File: src/rtl/control_unit_ver1.sv
// RV32I main decoder: registered control word from op/func3/func7, one cycle latency.
// Define CU_RV32M_EN to decode the M-extension (R-type, func7 0000001) onto alu_op 17-24.
module control_unit_ver1 (
   input  logic       clk,
   input  logic       rst_n,
   input  logic [6:0] op,
   input  logic [6:0] func7,
   input  logic [2:0] func3,
   output logic       w_reg,
   output logic [4:0] alu_op,
   output logic [2:0] r_dm,
   output logic [1:0] w_dm,
   output logic [2:0] sign_ext,
   output logic       branch,
   output logic       alu_src,
   output logic [1:0] reg_dest,
   output logic       pc_sel,
   output logic       b_or_j
);

   localparam logic [6:0] OP_R     = 7'b0110011;
   localparam logic [6:0] OP_I     = 7'b0010011;
   localparam logic [6:0] OP_LOAD  = 7'b0000011;
   localparam logic [6:0] OP_STORE = 7'b0100011;
   localparam logic [6:0] OP_BR    = 7'b1100011;
   localparam logic [6:0] OP_JAL   = 7'b1101111;
   localparam logic [6:0] OP_JALR  = 7'b1100111;
   localparam logic [6:0] OP_LUI   = 7'b0110111;

   logic       w_w_reg;
   logic [4:0] w_alu_op;
   logic [2:0] w_r_dm;
   logic [1:0] w_w_dm;
   logic [2:0] w_sign_ext;
   logic       w_branch;
   logic       w_alu_src;
   logic [1:0] w_reg_dest;
   logic       w_pc_sel;
   logic       w_b_or_j;

   always_comb begin
      w_w_reg    = 1'b0;
      w_alu_op   = 5'd0;
      w_r_dm     = 3'd0;
      w_w_dm     = 2'd0;
      w_sign_ext = 3'd0;
      w_branch   = 1'b0;
      w_alu_src  = 1'b0;
      w_reg_dest = 2'd0;
      w_pc_sel   = 1'b0;
      w_b_or_j   = 1'b0;
      // Illegal sub-encodings simply skip their assignments and fall back to the all-zero NOP.
      case (op)
         OP_R: begin
            if (func7 == 7'b0000000) begin
               w_w_reg = 1'b1;
               case (func3)
                  3'b000:  w_alu_op = 5'd0;
                  3'b001:  w_alu_op = 5'd2;
                  3'b010:  w_alu_op = 5'd3;
                  3'b011:  w_alu_op = 5'd4;
                  3'b100:  w_alu_op = 5'd5;
                  3'b101:  w_alu_op = 5'd6;
                  3'b110:  w_alu_op = 5'd8;
                  default: w_alu_op = 5'd9;
               endcase
            end else if (func7 == 7'b0100000) begin
               if (func3 == 3'b000) begin
                  w_w_reg  = 1'b1;
                  w_alu_op = 5'd1;
               end else if (func3 == 3'b101) begin
                  w_w_reg  = 1'b1;
                  w_alu_op = 5'd7;
               end
            end
`ifdef CU_RV32M_EN
            else if (func7 == 7'b0000001) begin
               w_w_reg  = 1'b1;
               w_alu_op = 5'd17 + {2'b00, func3};
            end
`else
            else begin
               w_w_reg = 1'b0;
            end
`endif
         end
         OP_I: begin
            w_w_reg    = 1'b1;
            w_alu_src  = 1'b1;
            w_sign_ext = 3'd1;
            case (func3)
               3'b000:  w_alu_op = 5'd0;
               3'b001:  w_alu_op = 5'd2;
               3'b010:  w_alu_op = 5'd3;
               3'b011:  w_alu_op = 5'd4;
               3'b100:  w_alu_op = 5'd5;
               3'b101:  w_alu_op = func7[5] ? 5'd7 : 5'd6;
               3'b110:  w_alu_op = 5'd8;
               default: w_alu_op = 5'd9;
            endcase
         end
         OP_LOAD: begin
            if (func3 inside {3'b000, 3'b001, 3'b010, 3'b100, 3'b101}) begin
               w_w_reg    = 1'b1;
               w_alu_src  = 1'b1;
               w_sign_ext = 3'd1;
               w_reg_dest = 2'd1;
               case (func3)
                  3'b000:  w_r_dm = 3'd1;
                  3'b001:  w_r_dm = 3'd2;
                  3'b010:  w_r_dm = 3'd3;
                  3'b100:  w_r_dm = 3'd4;
                  default: w_r_dm = 3'd5;
               endcase
            end
         end
         OP_STORE: begin
            if (func3 inside {3'b000, 3'b001, 3'b010}) begin
               w_alu_src  = 1'b1;
               w_sign_ext = 3'd2;
               w_w_dm     = func3[1:0] + 2'd1;
            end
         end
         OP_BR: begin
            if (func3 != 3'b010 && func3 != 3'b011) begin
               w_branch   = 1'b1;
               w_sign_ext = 3'd3;
               case (func3)
                  3'b000:  w_alu_op = 5'd10;
                  3'b001:  w_alu_op = 5'd11;
                  3'b100:  w_alu_op = 5'd12;
                  3'b101:  w_alu_op = 5'd13;
                  3'b110:  w_alu_op = 5'd14;
                  default: w_alu_op = 5'd15;
               endcase
            end
         end
         OP_JAL, OP_JALR: begin
            if (op == OP_JAL || func3 == 3'b000) begin
               w_w_reg    = 1'b1;
               w_branch   = 1'b1;
               w_b_or_j   = 1'b1;
               w_alu_src  = 1'b1;
               w_reg_dest = 2'd2;
               w_pc_sel   = (op == OP_JALR);
               w_sign_ext = (op == OP_JALR) ? 3'd1 : 3'd5;
            end
         end
         OP_LUI: begin
            w_w_reg    = 1'b1;
            w_alu_src  = 1'b1;
            w_alu_op   = 5'd16;
            w_sign_ext = 3'd4;
            w_reg_dest = 2'd3;
         end
         default: w_w_reg = 1'b0;
      endcase
   end

   // Decode -> registered control word
   always_ff @(posedge clk or negedge rst_n) begin
      if (!rst_n) begin
         w_reg    <= 1'b0;
         alu_op   <= 5'd0;
         r_dm     <= 3'd0;
         w_dm     <= 2'd0;
         sign_ext <= 3'd0;
         branch   <= 1'b0;
         alu_src  <= 1'b0;
         reg_dest <= 2'd0;
         pc_sel   <= 1'b0;
         b_or_j   <= 1'b0;
      end else begin
         w_reg    <= w_w_reg;
         alu_op   <= w_alu_op;
         r_dm     <= w_r_dm;
         w_dm     <= w_w_dm;
         sign_ext <= w_sign_ext;
         branch   <= w_branch;
         alu_src  <= w_alu_src;
         reg_dest <= w_reg_dest;
         pc_sel   <= w_pc_sel;
         b_or_j   <= w_b_or_j;
      end
   end

endmodule

File: config.mk
export PLATFORM = sky130hd
export DESIGN_NAME = control_unit_ver1
export DESIGN_NICKNAME = d
export VERILOG_FILES = /design/src/rtl/control_unit_ver1.sv
export SDC_FILE = /design/constraint.sdc
export NUM_CORES = 1
export LEC_CHECK = 0
export BUFFER_PORTS_ARGS = -buffer_cell sky130_fd_sc_hd__buf_4
export CAP_MARGIN = 20
export CORE_MARGIN = 4
export CORE_UTILIZATION = 42
export DETAILED_ROUTE_END_ITERATION = 6
export PLACE_DENSITY = 0.72
export REMOVE_ABC_BUFFERS = 1
export SYNTH_ARGS = -nofsm -noshare
export SYNTH_HDL_FRONTEND = slang
export SYNTH_SLANG_ARGS = --single-unit
File: constraint.sdc
create_clock -name clk -period 1 [get_ports clk]
set_input_delay 0.1 -clock clk [delete_from_list [all_inputs] [get_ports clk]]
set_output_delay 0.1 -clock clk [all_outputs]
set_load 0.01 [all_outputs]
==> results.toml <==
[critical_path]
cp-startpoint = "func7[1]"
worst-endpoint-arrival_ps = 1540
critPathLaunchType = "input pin"
path_class = "in2reg"
end_kind = "register"
crit_fanout = 2
required_ps = 1210

[place]
placed_area_um2 = 1620
hpwl_mm = 2.39
port_buffers = 38
gp_congestion = 0.875

[pwr]
p_leak_nw = 0.976
peakVddDrop_uv = 653
power.density_nw_per_um2 = 876
finalPower_mw = 1.61

[clock_tree]
cts.clk_slew.worst_paths_ps = 110
cts_buffers = 3
clk_path_buf_depth = 2
cts_tree = "done"
cts.sinks = 20
root_buffer = "clkbuf_4"
h-tree-depth = 1

[timing]
fin_crit_sh_pct = 133
hold_viol = 0
setup_viol = 5
slew_viol_final = 0
fin_crit_ps = 1330
worst_pin_slew_ps = 388
setup_ws_ps = -334
finalSetupTns_ps = -1280
fin_hold_ws_ps = 67.3
max_freq_mhz = 750
maxSlewHeadroom_pct = 73.8
rsz0062_at_grt = "yes"

[yosys]
synthAdderAreaFrac_pct = 4.63
synth_seq_cells = 20
synth_cell_types = 39
synth_edf_count = 0
synth-compound-area-share_pct = 18.1
synthFlopType = "dfrtp_1"
synth_top_family_by_area = "simple AND/OR/NAND/NOR gates"
ys_seq_area_share_pct = 46.3
netlist_area_um2 = 1080
avgSynthCellArea_um2 = 9.40
synthMuxAreaShare_pct = 0
async_flop_share_pct = 100
synth_xor_area_share_pct = 0
synth-simple-area-share_pct = 25.8
syn_inst = 115
yosysWarnings = 0

[floorplan]
core_area_um2 = 2450
io_pins = 39
rows = 18
start_util_pct = 44.0
die-area_um2 = 3450
die_h_um = 58.7
die_w_um = 58.7

[drt]
vias = 1169
first_pass_iters = 4
drtAntennaViolNets = 0
drc_errors = 0
vias_per_cell = 5.36
drtIter0Drc = 27
avgRoutedWirePerCell_um = 14.7
finalWirelength_mm = 3.21

[flow_run]
cap_violations = 0

[layout]
stdcell_area_um2 = 1840
area_delta_synth_final_pct = 70.3
multiInputGateArea_um2 = 642
largest_reg_flops = 5
nets = 213
fillers = 179
top_register = "alu_op"
regArea_um2 = 500
fin_util_pct = 75.0
antenna_cells = 0
reg.largest.list = "alu_op: 5 flops, r_dm: 3 flops, sign_ext: 3 flops"
post_route_cells_drive_above_1_share_pct = 52.7

[hold_path]
min_path_cells = 3
worstHoldEndpoint = "pc_sel$_DFF_PN0_"
hp-class = "in2reg"
hp-start = "op[3]"

[grt]
grt-ovfl-total = 0
antenna_found_initial = 0
grt_max_degree = 21
grt_pass1_wl_mm = 5.24
grt_use_total_pct = 20.0
grt_pass1_vias = 1188

[run_status]
violations = "setup timing"
outcome = "finished with violations"
==> worst max path at each step <==
stage | slack [ps] | cells past startpoint | to
floorplan | -490 | 4 | alu_op[1]$_DFF_PN0_
global placement | -620 | 5 | alu_op[1]$_DFF_PN0_
detailed placement | -650 | 5 | alu_op[1]$_DFF_PN0_
CTS | -300 | 5 | alu_op[1]$_DFF_PN0_
global route | -370 | 5 | alu_op[1]$_DFF_PN0_
finish | -330 | 5 | alu_op[1]$_DFF_PN0_
==> final cells by class <==
cell class	count	area share, %
Timing Repair Buffer	75	32.4
Tap cell	30	2.04
Inverter	10	2.31
Multi-Input combinational cell	80	34.9
Clock buffer	3	1.22
Sequential cell	20	27.2
==> worst max-delay path, stage by stage <==
cell and delay [ps]:
buf_6 90, or4_4 520, or3_4 340, o21a_1 220, o41ai_2 270
==> cell families after synthesis <==
kind of cell | after synthesis
adder cells (fa/ha/maj) | 4
buffers and inverters | 15
AND/OR/NAND/NOR | 52
AO/OA/AOI/OAI | 24
flip-flops | 20
==> routing by layer <==
metal | routed length [µm] | vias up | track usage [%]
li1 | - | 560 | -
met1 | 1200 | 560 | 22.0
met2 | 1780 | 41 | 37.9
met3 | 165 | 8 | 1.54
met4 | 70 | 0 | 9.71
met5 | 0 | - | 0
==> power by group <==
| part | total (mW) | switching [mW] | internal [mW] |
|---|---|---|---|
| clock | 0.377 | 0.237 | 0.140 |
| sequential | 0.816 | 0.00168 | 0.815 |
| combinational | 0.420 | 0.196 | 0.224 |
| total | 1.61 | 0.435 | 1.18 |
==> stage by stage <==
| stage | instances | worst slack [ps] |
|---|---|---|
| 6_report | 218 | -334 |
| 5_1_grt | 218 | -368 |
| 3_5_place_dp | 209 | -652 |
| 3_3_place_gp | 209 | -623 |
| 2_1_floorplan | 110 | -490 |
| 4_1_cts | 216 | -297 |
==> synthesized netlist by cell type, types with 2 or more instances <==
library cell | number | share of area [%]
dfrtp_1 | 20 | 46
nand2_1 | 15 | 5.2
inv_1 | 10 | 3.5
nor2_1 | 6 | 2.1
nand2b_1 | 5 | 2.9
nor3_1 | 5 | 2.3
clkbuf_1 | 4 | 1.4
ha_1 | 4 | 4.6
nand3_1 | 4 | 1.9
o21ai_0 | 4 | 1.9
nor4_1 | 3 | 1.7
or3_1 | 3 | 1.7
a21boi_0 | 2 | 1.4
a22oi_1 | 2 | 1.4
and3_1 | 2 | 1.2
nor2b_1 | 2 | 1.2
o22ai_1 | 2 | 1.2
==> layout by cell type, fill, tap and decap left out, types with 2 or more instances in the layout <==
cell and instances:
inv_1 8, and3_1 2, inv_4 2, nor2_1 6
o21ai_0 2, nand2b_1 4, dfrtp_1 20, nand2_1 15
or3_4 2, ha_4 2, ha_2 2, buf_8 2
buf_6 4, nor4_1 3, nor3_1 4, buf_4 68
clkbuf_4 3, nand3_1 3
==> repair_timing <==
action	in CTS	in global routing
endpoints found under the hold margin	20	0
pin swaps	10	5
setup endpoints to repair	10	8
buffers inserted	3	2
hold buffers	1	0
gates resized for setup	29	8
Note: power is estimated with default switching activity, not from simulation.
